### config.mk
export PLATFORM = sky130hd
export DESIGN_NAME = mul_seq
export DESIGN_NICKNAME = d
export VERILOG_FILES = /design/src/rtl/mul_seq_pkg.sv /design/src/rtl/mul_seq_step.sv /design/src/rtl/mul_seq.sv
export SDC_FILE = /design/constraint.sdc
export NUM_CORES = 1
export LEC_CHECK = 0
export CAP_MARGIN = 25
export CORE_AREA = 4 4 146 219
export DETAILED_ROUTE_END_ITERATION = 7
export DIE_AREA = 0 0 150 223
export HOLD_SLACK_MARGIN = 0.03
export PLACE_DENSITY = 0.83
export SETUP_SLACK_MARGIN = 0.3
export SLEW_MARGIN = 10
export SYNTH_ARGS = -nofsm -noshare
export SYNTH_HDL_FRONTEND = slang
export SYNTH_HIERARCHICAL = 1
export SYNTH_SLANG_ARGS = --single-unit
### constraint.sdc
create_clock -name clk -period 7.1 [get_ports clk]
set_input_delay 1.065 -clock clk [delete_from_list [all_inputs] [get_ports clk]]
set_output_delay 1.065 -clock clk [all_outputs]
set_load 0.01 [all_outputs]
### src/rtl/mul_seq_pkg.sv
// rtl/mul_seq_pkg.sv - shared types and constants for the sequential multiplier
package mul_seq_pkg;

    localparam int MUL_ITERS = 32;

    typedef enum logic [1:0] {
        OP_MUL   = 2'b00,
        OP_MLA   = 2'b01,
        OP_UMULL = 2'b10,
        OP_SMULL = 2'b11
    } op_e;

    typedef enum logic [1:0] {
        ST_IDLE = 2'b00,
        ST_RUN  = 2'b01,
        ST_FIX  = 2'b10,
        ST_DONE = 2'b11
    } state_e;

    // Long ops report flags over all 64 bits, short ops over the low word only.
    function automatic logic is_long(input op_e o);
        return (o == OP_UMULL) || (o == OP_SMULL);
    endfunction

endpackage

### src/rtl/mul_seq_step.sv
// rtl/mul_seq_step.sv - one shift-and-add multiplication iteration
module mul_step (
    input  logic [63:0] mcand_i,
    input  logic [31:0] mplier_i,
    input  logic [63:0] prod_i,
    output logic [63:0] mcand_o,
    output logic [31:0] mplier_o,
    output logic [63:0] prod_o
);

    // Add the aligned multiplicand when the current multiplier bit is set, then advance both.
    always_comb begin
        prod_o   = mplier_i[0] ? (prod_i + mcand_i) : prod_i;
        mcand_o  = {mcand_i[62:0], 1'b0};
        mplier_o = {1'b0, mplier_i[31:1]};
    end

endmodule

### src/rtl/mul_seq.sv
// rtl/mul_seq.sv - 32x32 sequential multiplier with MUL/MLA/UMULL/SMULL ops
module mul_seq
    import mul_seq_pkg::*;
(
    input  logic        clk,
    input  logic        reset,
    input  logic        start,
    input  logic [1:0]  op,
    input  logic [31:0] a,
    input  logic [31:0] b,
    input  logic [31:0] acc,
    output logic        busy,
    output logic        done,
    output logic [63:0] result,
    output logic        n_flag,
    output logic        z_flag
);

    localparam logic [4:0] LAST_ITER = 5'(MUL_ITERS - 1);

    state_e      state_q, state_d;
    op_e         op_q, op_d;
    logic [63:0] mcand_q, mcand_d;
    logic [31:0] mplier_q, mplier_d;
    logic [63:0] prod_q, prod_d;
    logic        sign_q, sign_d;
    logic [4:0]  cnt_q, cnt_d;
    logic        busy_q, busy_d;
    logic        done_q, done_d;
    logic [63:0] result_q, result_d;
    logic        n_q, n_d;
    logic        z_q, z_d;

    logic [63:0] step_mcand;
    logic [31:0] step_mplier;
    logic [63:0] step_prod;

    mul_step u_step (
        .mcand_i  (mcand_q),
        .mplier_i (mplier_q),
        .prod_i   (prod_q),
        .mcand_o  (step_mcand),
        .mplier_o (step_mplier),
        .prod_o   (step_prod)
    );

    // Next-state, datapath and registered-output computation for the whole FSM.
    always_comb begin
        state_d  = state_q;
        op_d     = op_q;
        mcand_d  = mcand_q;
        mplier_d = mplier_q;
        prod_d   = prod_q;
        sign_d   = sign_q;
        cnt_d    = cnt_q;
        done_d   = 1'b0;
        result_d = result_q;
        n_d      = n_q;
        z_d      = z_q;

        case (state_q)
            ST_IDLE: begin
                if (start) begin
                    op_d     = op_e'(op);
                    cnt_d    = 5'd0;
                    mcand_d  = {32'b0, a};
                    mplier_d = b;
                    sign_d   = 1'b0;
                    prod_d   = (op_e'(op) == OP_MLA) ? {32'b0, acc} : 64'd0;
                    if (op_e'(op) == OP_SMULL) begin
                        // 0x80000000 negates to itself, which reads correctly as unsigned 2^31.
                        mcand_d  = {32'b0, (a[31] ? (~a + 32'd1) : a)};
                        mplier_d = b[31] ? (~b + 32'd1) : b;
                        sign_d   = a[31] ^ b[31];
                    end
                    state_d = ST_RUN;
                end
            end
            ST_RUN: begin
                mcand_d  = step_mcand;
                mplier_d = step_mplier;
                prod_d   = step_prod;
                cnt_d    = cnt_q + 5'd1;
                if (cnt_q == LAST_ITER) begin
                    state_d = ST_FIX;
                end
            end
            ST_FIX: begin
                if (op_q == OP_SMULL && sign_q) begin
                    prod_d = ~prod_q + 64'd1;
                end else if (!is_long(op_q)) begin
                    prod_d = {32'b0, prod_q[31:0]};
                end
                state_d = ST_DONE;
            end
            ST_DONE: begin
                result_d = prod_q;
                done_d   = 1'b1;
                if (is_long(op_q)) begin
                    n_d = prod_q[63];
                    z_d = (prod_q == 64'd0);
                end else begin
                    n_d = prod_q[31];
                    z_d = (prod_q[31:0] == 32'd0);
                end
                state_d = ST_IDLE;
            end
            default: state_d = ST_IDLE;
        endcase

        busy_d = (state_d != ST_IDLE);
    end

    // State register with synchronous active-low reset that aborts any operation.
    always_ff @(posedge clk) begin
        if (!reset) begin
            state_q  <= ST_IDLE;
            op_q     <= OP_MUL;
            mcand_q  <= 64'd0;
            mplier_q <= 32'd0;
            prod_q   <= 64'd0;
            sign_q   <= 1'b0;
            cnt_q    <= 5'd0;
            busy_q   <= 1'b0;
            done_q   <= 1'b0;
            result_q <= 64'd0;
            n_q      <= 1'b0;
            z_q      <= 1'b0;
        end else begin
            state_q  <= state_d;
            op_q     <= op_d;
            mcand_q  <= mcand_d;
            mplier_q <= mplier_d;
            prod_q   <= prod_d;
            sign_q   <= sign_d;
            cnt_q    <= cnt_d;
            busy_q   <= busy_d;
            done_q   <= done_d;
            result_q <= result_d;
            n_q      <= n_d;
            z_q      <= z_d;
        end
    end

    assign busy   = busy_q;
    assign done   = done_q;
    assign result = result_q;
    assign n_flag = n_q;
    assign z_flag = z_q;

endmodule

==> impl_results.rst, run 1 <==
.. list-table::
   :header-rows: 1

   * - Metric
     - Value
   * - Starting DRT DRC Count
     - 1509
   * - Setup repair after global routing missed its margin
     - no
   * - Gate count of the mapped netlist
     - 2343
   * - Detailed Route WL
     - 57.8 mm
   * - Critical Path End Type
     - flop
   * - Global routing usage on met3
     - 4.21%
   * - Total Neg Setup Slack
     - 0 ps
   * - Final nets
     - 2473
   * - Hold violation total from the final report
     - 0
   * - Clock latency on the worst-skew pair
     - 550 ps
   * - Achievable frequency
     - 265 MHz
   * - Routed length per placed instance
     - 21.3 um
   * - Number of buffers inserted by post-CTS setup repair
     - 0
   * - Gp weighted congestion
     - 0.984
   * - Part of the total power dissipated in the clock network
     - 38.2%
   * - Critical Path Start Type
     - flop
   * - Number of max-capacitance violations reported
     - 0
   * - Most used standard cells in the synthesized netlist
     - sky130_fd_sc_hd__dfxtp_1 (238), sky130_fd_sc_hd__nor2_1 (228), sky130_fd_sc_hd__nand2_1 (202), sky130_fd_sc_hd__a21oi_1 (197), sky130_fd_sc_hd__clkbuf_1 (142)
   * - Switching share of total power
     - 31.2%
   * - Portion of total power attributed to sequential cells
     - 40.3%
   * - Num ports
     - 169
   * - Starting Density
     - 60.4%
   * - Number of clock sinks seen by CTS
     - 238
   * - Static leakage
     - 0.00771 uW
   * - Cell area after placement
     - 19100 sq um
   * - Period Utilization, post-route
     - 53.2%
   * - Distinct cell type count of the synthesized netlist
     - 106
   * - Combinational share of power
     - 21.5%
   * - Data required, critical path
     - 7550 ps
   * - Place WS
     - 3270 ps
   * - Clock Root Buffer
     - sky130_fd_sc_hd__clkbuf_16
   * - Clock buffer count from CTS
     - 25
   * - Filler instances
     - 2605
   * - WP data arrival
     - 4220 ps
   * - Height of the die
     - 223 um
   * - Global routing usage summed across all routing layers
     - 33.0%
   * - Initial antenna violation count
     - 2
   * - Combined area of all synthesized cells
     - 18200 sq um
   * - Syn avg cell area
     - 7.75 sq um
   * - Die footprint
     - 33500 sq um
   * - Vias in the first global route
     - 17.4k
   * - Maximum resistive drop on vdd
     - 0.000175 V
   * - Area added between synthesis and finish
     - 10.2%
   * - Number of H-tree levels
     - 1
   * - Max-Slew Margin vs Limit
     - 30.1%
   * - Count of hold-fix buffers inserted at cts
     - 0
   * - Die Span X
     - 150 um
   * - Main synth FF type
     - sky130_fd_sc_hd__dfxtp_1
   * - CTS tree
     - done
   * - Cell with the most instances after synthesis
     - sky130_fd_sc_hd__dfxtp_1
   * - Worst path setup slack after routing
     - 3330 ps
   * - Post-cts sizing count
     - 0
   * - Final Cell Area
     - 20000 sq um
   * - 1st-pass router iterations
     - 6
   * - Register bit count reported by yosys
     - 238
   * - Yosys warning total
     - 6
   * - Top post-synthesis cells by area
     - sky130_fd_sc_hd__dfxtp_1 (26%), sky130_fd_sc_hd__a21oi_1 (5.4%), sky130_fd_sc_hd__ha_1 (5.0%)
   * - Clock input transition at the sequential cells of the worst setup and hold paths
     - 70 ps
   * - Remaining DRCs
     - 0
   * - First-pass GRT wire length
     - 90.0 mm
   * - FP Rows
     - 78
   * - Routed Antenna Nets
     - 0
   * - Category of the critical setup timing path
     - reg2reg
   * - Share of Yosys cell area claimed by the top area cell type
     - 26.2%
   * - Internal power component
     - 2500 uW
   * - Power Dens Cells
     - 182 nW/um^2
   * - Maximum number of pins on one net before global-route repair
     - 78
   * - Cell type with the highest aggregate area in the netlist
     - sky130_fd_sc_hd__dfxtp_1
   * - Fraction of the yosys area taken by sequential cells
     - 26.2%
   * - Worst-Margin Slew
     - 1050 ps
   * - Half-perimeter wire length of the detailed placement result
     - 41.4 mm
   * - CORE AREA
     - 30100 sq um
   * - Post-layout min period
     - 3770 ps
   * - Met1 Track Usage GR
     - 35.2%
   * - Switching power of the nets
     - 1140 uW
   * - Post-synthesis async set-or-reset flop share
     - 0%
   * - Via-to-Cell Ratio
     - 6.65
   * - GRT overflow
     - 0
   * - Total number of vias
     - 18.1k
   * - Count of flip-flops with a built-in enable after synthesis
     - 0
   * - GR Util met2
     - 58.3%
   * - Final number of max-transition violations
     - 0
   * - Final setup vio count
     - 0
   * - Clock buffer depth
     - 3
   * - Most used routing layer in global routing
     - met2
   * - Maximum fanout encountered on the critical timing path
     - 7
   * - Overall power
     - 3640 uW
   * - Hold/Removal Path Class
     - reg2reg
   * - Outcome
     - complete, no violations
   * - Number of input and output port buffers inserted
     - 168
   * - Layout cell share with drive strength beyond 1
     - 7.68%
   * - Max Clock Skew
     - 14.8 ps
==> path summary, 6_finish.rpt <==
| check | startpoint | to | slack [ps] | depth (start not counted) |
|---|---|---|---|---|
| max | prod_q[0] | prod_q[38] | 3330 | 15 |
| min | mplier_q[4] | mplier_q[4] | 450 | 2 |
| max reg2reg | prod_q[0] | prod_q[38] | 3330 | 15 |
| min reg2reg | mplier_q[4] | mplier_q[4] | 450 | 2 |
==> area by class of cell <==
type | count | area, sq um | area share, %
multi-input cells | 1799 | 11900 | 59.3
repair buffers | 191 | 1860 | 9.30
flip-flops and latches | 238 | 4770 | 23.8
well taps | 400 | 500 | 2.50
inverters | 44 | 170 | 0.850
clock inverters | 9 | 129 | 0.644
clock buffers | 36 | 727 | 3.63
diodes | 2 | 5.00 | 0.0250
==> cells by family after synthesis <==
family	Yosys count	synth area share (%)
adder cells (fa/ha/maj)	73	5.07
multiplexers	129	7.49
AND/OR/NAND/NOR	803	22.0
buffers and inverters	307	8.78
XOR/XNOR	137	6.61
other	1	0.0206
AO/OA/AOI/OAI	655	23.8
flip-flops	238	26.2
==> cell usage in the layout (no fill, tap or decap), drive strengths merged, types with 42 or more instances in the layout <==
cell,instances
a21o,46
a21oi,204
a22oi,54
a31oi,53
clkdlybuf4s50,167
dfxtp,238
ha,72
inv,44
mux2,53
mux2i,76
nand2,205
nand3,68
nand4,42
nor2,229
nor3,65
o21ai,112
xnor2,65
xor2,72
==> sequential cells by signal, summed over array words and instances, names as in the netlist, 2 cells and up <==
register  count
mcand_q      64
prod_q       64
result       64
mplier_q     32
cnt_q         5
op_q          2
state_q       2
==> metrics by stage <==
stage / instances / hold WS [ps] / util (%)
CTS: 2715 / 452 / 66.5
global placement: 2669 / 434 / 63.6
detailed placement: 2670 / 443 / 63.7
finish: 2719 / 452 / 66.6
floorplan: 2344 / 432 / -
global route: 2719 / 471 / 66.6
==> power groups by stage <==
| stage | combinational (uW) | clock [uW] | sequential, uW |
|---|---|---|---|
| CTS | 765 | 1400 | 1460 |
| finish | 783 | 1390 | 1460 |
| global route | 844 | 1450 | 1470 |
| detailed placement | 760 | 0 | 1490 |
| floorplan | 590 | 0 | 1460 |
| global placement | 748 | 0 | 1490 |
==> critical path, stage by stage (launching register included) <==
cell	delay, ps
sky130_fd_sc_hd__dfxtp_1	360
sky130_fd_sc_hd__ha_1	230
sky130_fd_sc_hd__fa_1	420
sky130_fd_sc_hd__a21o_1	210
sky130_fd_sc_hd__a221o_2	390
sky130_fd_sc_hd__o2111ai_2	270
sky130_fd_sc_hd__nand2_2	150
sky130_fd_sc_hd__a31oi_4	250
sky130_fd_sc_hd__o21ai_2	160
sky130_fd_sc_hd__a21boi_1	280
sky130_fd_sc_hd__o21ai_1	140
sky130_fd_sc_hd__xnor2_1	140
sky130_fd_sc_hd__mux2_2	260
sky130_fd_sc_hd__a21oi_1	120
sky130_fd_sc_hd__nor2_1	60
sky130_fd_sc_hd__o31a_1	230
==> per-layer routing <==
metal  part of all wire [%]  routed length [um]
met3                    6.4                3730
met2                     50               29000
met1                     35               20100
met5                      0                   0
met4                    8.7                5040
Power figures use the tool's default switching activity.
==> run 2: changes to the inputs <==
--- a/config.mk
+++ b/config.mk
@@ -6,11 +6,11 @@
 export NUM_CORES = 1
 export LEC_CHECK = 0
 export CAP_MARGIN = 25
-export CORE_AREA = 4 4 146 219
+export CORE_AREA = 4 4 149 222
 export DETAILED_ROUTE_END_ITERATION = 7
-export DIE_AREA = 0 0 150 223
+export DIE_AREA = 0 0 153 226
 export HOLD_SLACK_MARGIN = 0.03
-export PLACE_DENSITY = 0.83
+export PLACE_DENSITY = 0.81
 export SETUP_SLACK_MARGIN = 0.3
 export SLEW_MARGIN = 10
 export SYNTH_ARGS = -nofsm -noshare
==> constraint.sdc (replaced) <==
create_clock -name clk -period 3.75 [get_ports clk]
set_input_delay 0.5625 -clock clk [delete_from_list [all_inputs] [get_ports clk]]
set_output_delay 0.5625 -clock clk [all_outputs]
set_load 0.01 [all_outputs]
==> impl_results.rst, run 2 (synthesis gave the netlist of run 1 again) <==
.. list-table::
   :header-rows: 1

   * - Metric
     - Value
   * - Final nets
     - 2565
   * - Maximum resistive drop on vdd
     - 0.000322 V
   * - Commonest non-fill, non-tap cell in the layout
     - sky130_fd_sc_hd__dfxtp_1
   * - 1st-pass router iterations
     - 7
   * - Number of H-tree levels
     - 1
   * - Number of input and output port buffers inserted
     - 168
   * - Detailed Route WL
     - 61.0 mm
   * - Setup repair after global routing missed its margin
     - yes
   * - Starting DRT DRC Count
     - 1504
   * - Reg-to-reg setup timing slack
     - 250 ps
   * - Critical Path End Type
     - flop
   * - Data required, critical path
     - 4190 ps
   * - Half-perimeter wire length of the detailed placement result
     - 44.9 mm
   * - Power Dens Cells
     - 336 nW/um^2
   * - Clock buffer count from CTS
     - 25
   * - Total number of vias
     - 18.4k
   * - Achievable frequency
     - 286 MHz
   * - Worst-Margin Slew
     - 1000 ps
   * - GRT overflow
     - 0
   * - First-pass GRT wire length
     - 94.0 mm
   * - Die footprint
     - 34600 sq um
   * - Post-layout min period
     - 3500 ps
   * - Routed Antenna Nets
     - 0
   * - Worst Reg2Reg Path Length in Cells
     - 15
   * - Series of cell instances along the critical path
     - ha_4 -> fa_2 -> a21o_1 -> a221o_2 -> o2111ai_4 -> nand2_2 -> a31oi_4 -> o21ai_4 -> a21boi_4 -> o21bai_1 -> xor2_1 -> mux2_4 -> nand3_2 -> a21oi_2 -> a311o_1
   * - Hold depth
     - 2
   * - Worst reg2reg path startpoint
     - prod_q[0]
   * - Hold path startpoint
     - mplier_q[8]
   * - Critical-path cell with the highest stage delay
     - sky130_fd_sc_hd__a221o_2
   * - Endpoint of the most critical register-to-register path
     - prod_q[58]
   * - Die Span X
     - 153 um
   * - Via-to-Cell Ratio
     - 6.52
   * - Clock buffer depth
     - 3
   * - Number of clock sinks seen by CTS
     - 238
   * - Area added between synthesis and finish
     - 15.4%
   * - Critical Path Start Type
     - flop
   * - Final setup vio count
     - 0
   * - Clock latency on the worst-skew pair
     - 570 ps
   * - Number of max-capacitance violations reported
     - 0
   * - Remaining DRCs
     - 0
   * - Worst path buffer plus inverter count
     - 0
   * - Clock input transition at the sequential cells of the worst setup and hold paths
     - 70 ps
   * - Max-Slew Margin vs Limit
     - 33.2%
   * - Clock Root Buffer
     - sky130_fd_sc_hd__clkbuf_16
   * - Category of the critical setup timing path
     - reg2reg
   * - Static leakage
     - 0.00822 uW
   * - CTS tree
     - done
   * - Vias in the first global route
     - 18.2k
   * - Hold/Removal Path Class
     - reg2reg
   * - Filler instances
     - 2693
   * - Final number of max-transition violations
     - 0
   * - FP Rows
     - 79
   * - WP data arrival
     - 3940 ps
   * - Routed length per placed instance
     - 21.6 um
   * - Layout cell share with drive strength beyond 1
     - 12.9%
   * - Category of cells accounting for the largest share of critical-path delay
     - compound AO/OA/AOI/OAI gates
   * - Max Clock Skew
     - 16.2 ps
   * - Gp weighted congestion
     - 0.967
   * - Starting Density
     - 58.5%
   * - Maximum number of pins on one net before global-route repair
     - 117
   * - End of the worst hold path
     - mplier_q[8]
   * - CORE AREA
     - 31000 sq um
   * - Hold violation total from the final report
     - 0
   * - Num ports
     - 169
   * - Height of the die
     - 226 um
   * - Worst hold slack after final layout
     - 452 ps
   * - Initial antenna violation count
     - 5
   * - Global routing usage summed across all routing layers
     - 33.5%
   * - Most frequent cells in the layout
     - sky130_fd_sc_hd__dfxtp_1 (230), sky130_fd_sc_hd__nor2_1 (225), sky130_fd_sc_hd__nand2_1 (202)
   * - Period Utilization, post-route
     - 93.2%
   * - Total Neg Setup Slack
     - 0 ps
   * - CP peak stage delay
     - 390 ps
   * - Outcome
     - complete, no violations
   * - Maximum fanout encountered on the critical timing path
     - 5
## run 2: changes by cell type in the layout (fill, tap and decap cells not counted), sizes merged
cell / before / now
clkbuf: 37 / 31
clkinv: 4 / 6
clkinvlp: 2 / 3
inv: 44 / 46
buf: 23 / 116
diode: 2 / 4
## run 2: worst max-delay path by stage
| stage | startpoint | endpoint | slack [ps] | cells past startpoint |
|---|---|---|---|---|
| final | prod_q[0] | prod_q[58] | 250 | 15 |
| after global routing | mcand_q[0] | prod_q[58] | 150 | 15 |
| after CTS | prod_q[0] | prod_q[58] | 220 | 15 |
| after detailed placement | mcand_q[0] | prod_q[58] | 60 | 15 |
| after global placement | mcand_q[0] | prod_q[58] | 130 | 15 |
| after floorplan | prod_q[0] | prod_q[58] | 420 | 15 |
## run 2: where the power goes
| part | leakage, uW | switching, uW | internal [uW] |
|---|---|---|---|
| sequential | 0.00194 | 93.9 | 2630 |
| combinational | 0.00586 | 1030 | 618 |
| clock | 0.000427 | 1120 | 1550 |
## run 2: area by class of cell
class | instances | area (sq um) | area share, %
antenna | 4 | 10.0 | 0.0478
clock buffer | 31 | 708 | 3.38
clock inverter | 14 | 164 | 0.782
inverter | 44 | 170 | 0.812
multi-input combinational | 1799 | 12100 | 57.6
sequential | 238 | 4770 | 22.8
tap | 405 | 507 | 2.42
timing repair buffer | 283 | 2560 | 12.2
## run 2: worst min-delay path, cell delays in order (launching register included)
cell	delay, ps
sky130_fd_sc_hd__dfxtp_1	310
sky130_fd_sc_hd__nand2_1	50
sky130_fd_sc_hd__a21oi_1	50
## run 2: repair_timing
item,in CTS,in global routing
hold buffers,0,0
buffers inserted,4,11
setup endpoints to repair,12,22
resized for setup,10,38
pin swaps,11,26
## run 2: through the flow
stage	setup WS [ps]	instances	util [%]	area, sq um	power, uW
floorplan	416	2344	-	18200	3880
global placement	129	2754	63.6	19700	4320
detailed placement	61.3	2754	63.6	19700	4350
CTS	220	2803	66.7	20700	7010
global route	149	2818	67.5	21000	7300
finish	255	2818	67.5	21000	7050
## run 2: layer usage
metal / part of all wire (%) / global-route usage (%) / vias up / routed length (um)
met4: 10 / 29.9 / 0 / 6190
met2: 50 / 60.6 / 811 / 30600
li1: - / - / 8578 / -
met1: 34 / 33.0 / 8679 / 20700
met5: 0 / 0 / - / 0
met3: 5.6 / 5.16 / 310 / 3410
==> run 3: changes to the inputs <==
--- a/config.mk
+++ b/config.mk
@@ -6,9 +6,9 @@
 export NUM_CORES = 1
 export LEC_CHECK = 0
 export CAP_MARGIN = 25
-export CORE_AREA = 4 4 149 222
+export CORE_AREA = 2 2 147 220
 export DETAILED_ROUTE_END_ITERATION = 7
-export DIE_AREA = 0 0 153 226
+export DIE_AREA = 0 0 149 222
 export HOLD_SLACK_MARGIN = 0.03
 export PLACE_DENSITY = 0.81
 export SETUP_SLACK_MARGIN = 0.3
==> impl_results.rst, run 3 (synthesis gave the netlist of run 1 again) <==
.. list-table::
   :header-rows: 1

   * - Metric
     - Value
   * - Detailed Route WL
     - 60.2 mm
   * - Reg-to-reg setup timing slack
     - 320 ps
   * - Height of the die
     - 222 um
   * - CORE AREA
     - 31000 sq um
   * - Static leakage
     - 0.00817 uW
   * - Starting DRT DRC Count
     - 1396
   * - Hold violation total from the final report
     - 0
   * - Post-layout min period
     - 3430 ps
   * - Endpoint of the most critical register-to-register path
     - prod_q[59]
   * - Data required, critical path
     - 4260 ps
   * - CP peak stage delay
     - 450 ps
   * - WP data arrival
     - 3940 ps
   * - Number of max-capacitance violations reported
     - 0
   * - Global routing usage summed across all routing layers
     - 35.3%
   * - Starting Density
     - 58.5%
   * - Portion of total power attributed to sequential cells
     - 38.9%
   * - Num ports
     - 169
   * - CTS tree
     - done
   * - Max Clock Skew
     - 24.5 ps
   * - Number of clock sinks seen by CTS
     - 238
   * - Layout cell share with drive strength beyond 1
     - 12.4%
   * - Maximum number of pins on one net before global-route repair
     - 85
   * - Worst Reg2Reg Path Length in Cells
     - 14
   * - Hold/Removal Path Class
     - reg2reg
   * - Final setup vio count
     - 0
   * - Number of input and output port buffers inserted
     - 168
   * - Critical-path cell with the highest stage delay
     - sky130_fd_sc_hd__or4b_1
   * - Hold depth
     - 2
   * - Most frequent cells in the layout
     - sky130_fd_sc_hd__dfxtp_1 (232), sky130_fd_sc_hd__nor2_1 (226), sky130_fd_sc_hd__nand2_1 (202)
   * - FP Rows
     - 79
   * - Die Span X
     - 149 um
   * - End of the worst hold path
     - mplier_q[8]
   * - Series of cell instances along the critical path
     - ha_1 -> nand2_1 -> o21ai_1 -> nor2_1 -> nor4_2 -> a21oi_2 -> o31ai_4 -> a31oi_1 -> o21ai_2 -> or4b_1 -> o211ai_1 -> and3_1 -> a21oi_1 -> o22ai_1
   * - Gp weighted congestion
     - 0.992
   * - Area added between synthesis and finish
     - 15.0%
   * - Clock buffer depth
     - 3
   * - Cell Count, Final, Fillers Out
     - 2816
   * - Category of the critical setup timing path
     - reg2reg
   * - Power Dens Cells
     - 336 nW/um^2
   * - Period Utilization, post-route
     - 91.4%
   * - Clock buffer count from CTS
     - 26
   * - Total number of vias
     - 18.4k
   * - Die footprint
     - 33100 sq um
   * - Hold path startpoint
     - mplier_q[8]
   * - Vias in the first global route
     - 18.1k
   * - 1st-pass router iterations
     - 6
   * - Via-to-Cell Ratio
     - 6.54
   * - Number of H-tree levels
     - 1
   * - First-pass GRT wire length
     - 93.7 mm
   * - Maximum fanout encountered on the critical timing path
     - 6
   * - Final number of max-transition violations
     - 0
   * - Combinational share of power
     - 23.3%
   * - Final Cell Area
     - 20900 sq um
   * - Part of the total power dissipated in the clock network
     - 37.8%
   * - Routed length per placed instance
     - 21.4 um
   * - Internal power component
     - 4740 uW
   * - Outcome
     - complete, no violations
   * - Commonest non-fill, non-tap cell in the layout
     - sky130_fd_sc_hd__dfxtp_1
   * - Achievable frequency
     - 292 MHz
   * - Filler instances
     - 2681
   * - GRT overflow
     - 0
   * - Initial antenna violation count
     - 4
   * - Critical Path End Type
     - flop
   * - Number of placed cells counting well taps
     - 2750
   * - Worst reg2reg path startpoint
     - mcand_q[13]
   * - Maximum resistive drop on vdd
     - 0.000356 V
   * - Cell area after placement
     - 19700 sq um
   * - Remaining DRCs
     - 0
   * - Clock Root Buffer
     - sky130_fd_sc_hd__clkbuf_16
   * - Place WS
     - 111 ps
   * - Worst path setup slack after routing
     - 321 ps
   * - Routed Antenna Nets
     - 0
   * - Clock input transition at the sequential cells of the worst setup and hold paths
     - 60 ps
   * - Critical Path Start Type
     - flop
   * - Max-Slew Margin vs Limit
     - 34.3%
   * - Final nets
     - 2562
   * - Total Neg Setup Slack
     - 0 ps
   * - Worst-Margin Slew
     - 986 ps
   * - Half-perimeter wire length of the detailed placement result
     - 43.8 mm
   * - Clock latency on the worst-skew pair
     - 580 ps
   * - Switching share of total power
     - 32.4%
   * - Launching element of the worst setup path
     - mcand_q[13]
   * - Setup repair after global routing missed its margin
     - yes
   * - Switching power of the nets
     - 2270 uW
-- run 3: changes by cell type in the layout (fill, tap and decap cells not counted), moves of 3 or more --
cell / before / now
sky130_fd_sc_hd__clkinv_4: 0 / 5
sky130_fd_sc_hd__a21oi_1: 191 / 194
sky130_fd_sc_hd__a21oi_2: 13 / 9
sky130_fd_sc_hd__inv_6: 4 / 1
sky130_fd_sc_hd__buf_4: 113 / 110
-- run 3: cell type report --
| type | instances | area (sq um) | area share, % |
|---|---|---|---|
| clock buffers | 35 | 754 | 3.61 |
| diodes | 3 | 7.51 | 0.0359 |
| well taps | 405 | 507 | 2.43 |
| repair buffers | 279 | 2510 | 12.0 |
| multi-input cells | 1799 | 12000 | 57.6 |
| inverters | 44 | 170 | 0.815 |
| flip-flops and latches | 238 | 4770 | 22.9 |
| clock inverters | 13 | 128 | 0.611 |
-- run 3: timing repair --
action,in CTS,in global routing
endpoints found under the hold margin,0,0
resized for setup,12,28
endpoints found under the setup margin,11,27
hold buffers,0,0
setup buffers,6,9
pin swaps,11,24
-- run 3: worst max path at each step --
stage	end	slack, ps	depth (start not counted)
2_1_floorplan	prod_q[58]	420	15
3_3_place_gp	prod_q[58]	160	15
3_5_place_dp	prod_q[58]	110	15
4_1_cts	prod_q[58]	290	15
5_1_grt	prod_q[59]	150	14
6_report	prod_q[59]	320	14
-- run 3: per-layer routing --
| layer | share of wire, % | vias up | global-route usage [%] |
|---|---|---|---|
| li1 | - | 8555 | - |
| met1 | 34 | 8653 | 35.9 |
| met2 | 50 | 892 | 62.6 |
| met3 | 6.0 | 328 | 4.57 |
| met4 | 9.5 | 0 | 30.0 |
| met5 | 0 | - | 0 |
-- run 3: power by group through the flow --
stage / logic (uW) / registers [uW] / clock network (uW)
after global routing: 1750 / 2730 / 2770
after global placement: 1540 / 2770 / 0
after detailed placement: 1570 / 2780 / 0
after floorplan: 1120 / 2760 / 0
final: 1640 / 2730 / 2650
after CTS: 1580 / 2720 / 2670
-- run 3: stage by stage --
step | hold slack (ps) | total power (uW) | utilization [%]
final | 449 | 7010 | 67.3
after global routing | 470 | 7250 | 67.3
after CTS | 449 | 6970 | 66.6
after detailed placement | 441 | 4340 | 63.5
after global placement | 435 | 4310 | 63.5
after floorplan | 432 | 3880 | -
-- run 3: critical path, delay by kind of cell (launching register included) --
kind / cells / cell delay (ps)
compound gates: 8 / 1560
fa+ha+maj: 1 / 420
flops: 1 / 350
simple gates: 5 / 1020
